`config.mk`:
```
export PLATFORM = sky130hd
export DESIGN_NAME = flag_status_unit
export DESIGN_NICKNAME = d
export VERILOG_FILES = /design/src/rtl/flag_status_unit.sv
export SDC_FILE = /design/constraint.sdc
export NUM_CORES = 1
export LEC_CHECK = 0
export ABC_AREA = 1
export CAP_MARGIN = 20
export CORE_AREA = 2 2 39 41
export CTS_BUF_LIST = sky130_fd_sc_hd__clkbuf_16
export DETAILED_ROUTE_END_ITERATION = 10
export DIE_AREA = 0 0 41 43
export GPL_ROUTABILITY_DRIVEN = 0
export HOLD_SLACK_MARGIN = 0.02
export PLACE_DENSITY = 0.86
export SLEW_MARGIN = 10
export SYNTH_ARGS = -nofsm -noshare
export SYNTH_HDL_FRONTEND = slang
export SYNTH_SLANG_ARGS = --single-unit
```
`constraint.sdc`:
```
create_clock -name clk -period 2.73 [get_ports clk]
set_input_delay 0.819 -clock clk [delete_from_list [all_inputs] [get_ports clk]]
set_output_delay 0.819 -clock clk [all_outputs]
set_load 0.05 [all_outputs]
```
`src/rtl/flag_status_unit.sv`:
```
`default_nettype none
// ============================================================================
// Module      : flag_status_unit
// Description : NZCV status register with in-flight flag-writer tracking,
//               stale-flag stall generation and same-cycle EXE bypass.
// Revision    : 1.0 - initial release
// ============================================================================
module flag_status_unit #(
  parameter int MAX_PENDING = 3,
  parameter int CNT_W       = 2
) (
  input  logic             clk,
  input  logic             rst_n,
  input  logic             id_valid,
  input  logic [3:0]       id_cond,
  input  logic             id_s,
  input  logic             id_issue,
  input  logic             exe_valid,
  input  logic             exe_s,
  input  logic [3:0]       exe_flags,
  input  logic             flush,
  output logic [3:0]       status,
  output logic [3:0]       status_fwd,
  output logic             flag_stall,
  output logic [CNT_W-1:0] pending_cnt,
  output logic             cnt_err
);

  localparam logic [3:0]       c_cond_al = 4'b1110;
  localparam logic [CNT_W-1:0] c_cnt_max = CNT_W'(MAX_PENDING);
  localparam logic [CNT_W-1:0] c_cnt_one = CNT_W'(1);
  localparam logic [CNT_W-1:0] c_cnt_zero = '0;

  logic [3:0]       r_status;
  logic [CNT_W-1:0] r_cnt;
  logic             r_err;

  logic             w_wr;
  logic             w_cond;
  logic             w_stall;
  logic             w_inc;
  logic [CNT_W-1:0] w_cnt_nxt;
  logic             w_err_set;

  assign w_wr   = exe_valid & exe_s;
  assign w_cond = (id_cond != c_cond_al);

  // A single pending writer finishing this cycle is covered by the bypass.
  assign w_stall = id_valid & w_cond & (r_cnt > (w_wr ? c_cnt_one : c_cnt_zero));
  assign w_inc   = id_issue & id_valid & id_s & ~w_stall & ~flush;

  always_comb begin
    w_cnt_nxt = r_cnt;
    if (flush) begin
      w_cnt_nxt = c_cnt_zero;
    end else if (w_inc && !w_wr) begin
      if (r_cnt != c_cnt_max) begin
        w_cnt_nxt = r_cnt + c_cnt_one;
      end
    end else if (w_wr && !w_inc) begin
      if (r_cnt != c_cnt_zero) begin
        w_cnt_nxt = r_cnt - c_cnt_one;
      end
    end
  end

  // Any completion with nothing tracked is an underflow, even alongside an issue.
  assign w_err_set = ~flush &
                     ((w_inc & ~w_wr & (r_cnt == c_cnt_max)) |
                      (w_wr & (r_cnt == c_cnt_zero)));

  always_ff @(posedge clk or negedge rst_n) begin
    if (!rst_n) begin
      r_status <= 4'b0000;
      r_cnt    <= c_cnt_zero;
      r_err    <= 1'b0;
    end else begin
      if (w_wr) begin
        r_status <= exe_flags;
      end
      r_cnt <= w_cnt_nxt;
      if (w_err_set) begin
        r_err <= 1'b1;
      end
    end
  end

  assign status      = r_status;
  assign status_fwd  = w_wr ? exe_flags : r_status;
  assign flag_stall  = w_stall;
  assign pending_cnt = r_cnt;
  assign cnt_err     = r_err;

endmodule
`default_nettype wire
```
==> results.md <==
- Hold_buf cts: 0
- GRT overflow: 0
- Tcrit/Tclk final: 0.9643
- Synth Area per Inst: 6.891 um^2
- Synth Area in Adders: 0.02710
- Most numerous cell in the Yosys netlist: nand2_1
- Hold slack: 0.4558 ns
- Status: finished clean
- Yosys reg bits: 7
- Vias/cell: 4.466
- Mapped Area: 461.7 um^2
- Hold Path Stages: 1
- Final core occ: 0.6655
- Sequential area share after synthesis: 0.3794
- Mapped Nets: 84
- I/O pin count: 28
- Initial core utilization: 0.3336
- Normalized max-slew margin: 0.6611
- Hold Vio Cnt, Final: 0
- Final Cell Area: 920.9 um^2
- Final worst path period need: 2.633 ns
- Worst r2r path cells: 12
- Core area: 0.001384 mm^2
- Initial DRC count: 4
- Initial antenna violation count: 0
- Area added between synthesis and finish: 99.46%
- Total power: 649.5 uW
- Placed Area: 824.5 um^2
- Simple-Gate Fraction of Synth Area: 0.4472
- Htree depth: 1
- First-pass GRT wire length: 2118 um
- Cell Count, Final, Fillers Out: 118
- Final WS setup: 0.09748 ns
- Combinational family with the most area after synthesis: simple AND/OR/NAND/NOR gates
- CTS tree: yes
- PD cells: 705.3 mW/mm^2
- FFs w/ async S/R, synth: 1.000
- Post-synth EDFFs: 0
- CP endpoint kind: output pin
- Row count: 14
- Placed insts: 113
- RSZ-0062 raised after global routing: no
- Die ar.: 0.001763 mm^2
- Clock latency on the worst-skew pair: 0.23 ns
- Drt pass-1 iters: 2
- Mux contribution to synthesized area: 0
- Pre-CTS setup slack: -0.2059 ns
- Worst Skew: 0.0007893 ns
- Total number of vias: 527
- Die Height: 43 um
- # Max-Cap Violations: 0
- Compound-cell area share of the yosys netlist: 0.05691
- # diodes: 0
- Max frequency: 0.3799 GHz
- Detailed placement HPWL: 981.9 um
- Synth Area in XOR/XNOR: 0
- Clk slew on worst S/H paths: 0.03 ns
- Yosys top cell area share: 0.3794
- Critical path type: in -> out
- Slew Viols, Final: 0
- Die X: 41 um
- Hold crit path type: reg -> reg
- Peak supply drop: 0.5163 mV
- GRT Overall Usage: 0.1834
- Startpoint Class: primary input
- Final #Nets: 120
- Layout cells sized above 1: 0.2255
- DRC viols: 0
- Final Setup Violations: 0
- Ys flop type: dfrtp_1
- Top post-synthesis cells by area: dfrtp_1, nand2_1, inv_1, nor2_1, nand3_2
- Num CTS Buffers: 3
- Final ANT Viol Nets: 0
- Distinct cells, synth: 16
- Port Buffers: 27
- Synth area leader: dfrtp_1
- CP max FO: 2
- Clock sinks: 7
- Slew @ Worst Pin: 0.5067 ns
- Data arrival, critical path: 1.81 ns
- Data required time at the worst endpoint: 1.91 ns
- Synthesis Warnings: 0
- Largest net degree at the start of global routing: 8
- WL/cell: 10.58 um
- Setup TNS: 0 ns
- Clock root buffer: clkbuf_16
- Vias in the first global route: 533
- Routed wire length: 1249 um
- Commonest cells in the netlist: nand2_1, inv_1, dfrtp_1
- Mapped Cells: 67
- Leak: 0.5001 nW
- Clock Path Buffers: 2
[logic make-up after synthesis]
kind of cell / after synthesis
and+or+nand+nor: 44
buffers and inverters: 11
DFF: 7
AOI/OAI and AO/OA: 4
adders and majority gates: 1
[path summary, 6_finish.rpt]
kind	start	to	slack, ns
max in group asynchronous	rst_n	pending_cnt[0]	1.65
min in group asynchronous	rst_n	cnt_err	0.85
worst max-delay path	exe_valid	flag_stall	0.1
worst min register to register	cnt_err	cnt_err	0.46
worst max register to register	pending_cnt[0]	pending_cnt[0]	0.99
worst min-delay path	cnt_err	cnt_err	0.46
[power breakdown]
part / leakage, nW / switching [mW] / internal, mW
sequential: 0.0839 / 0.0122 / 0.119
clock: 0.0423 / 0.0523 / 0.190
combinational: 0.374 / 0.161 / 0.115
total: 0.500 / 0.225 / 0.424
[what timing repair did]
| action | CTS | global route |
|---|---|---|
| hold endpoints to repair | 0 | 0 |
| pin swaps | 0 | 2 |
| endpoints found under the setup margin | 1 | 1 |
| buffers inserted | 0 | 1 |
| resized for setup | 3 | 1 |
[state kept, by name (all words and copies together) (netlist names)]
| name | count |
|---|---|
| pending_cnt | 2 |
| cnt_err | 1 |
| status | 4 |
[critical path, cell delays in order]
cell           delay (ns)
dlygate4sd2_1        0.26
nand2_4              0.07
inv_2                0.05
ha_4                 0.20
o21ai_2              0.13
nand3_2              0.08
inv_2                0.07
buf_12               0.13
[layout by cell type, fill, tap and decap left out]
cell type | netlist | final
a21o_1 | 1 | 1
a21oi_1 | 1 | 1
buf_12 | 0 | 5
buf_4 | 0 | 4
clkbuf_16 | 0 | 3
clkdlybuf4s50_1 | 0 | 20
dfrtp_1 | 7 | 7
dlygate4sd2_1 | 0 | 2
ha_4 | 0 | 1
inv_1 | 9 | 9
inv_2 | 2 | 3
nand2_1 | 30 | 30
nand2_4 | 1 | 1
nand3_1 | 2 | 2
nand3_2 | 2 | 2
nand4_2 | 1 | 1
nor2_1 | 6 | 6
nor2_2 | 1 | 1
nor2_4 | 1 | 1
o21ai_0 | 1 | 1
o21ai_2 | 1 | 1
[cell type report]
type	instances	area [um^2]
timing repair buffer	31	347.8
clock buffer	3	75.07
sequential	7	175.2
clock inverter	1	3.754
multi-input combinational	49	257.7
fill	114	462.9
inverter	11	41.29
tap	16	20.02
[metal layers]
layer	track usage	wire (um)	up-vias
met5	0	0	-
met1	0.1987	451	232
met4	0.1200	28	0
met3	0.07853	127	3
met2	0.2750	641	20
li1	-	-	272
No activity file was read; power rests on OpenSTA's default activity.
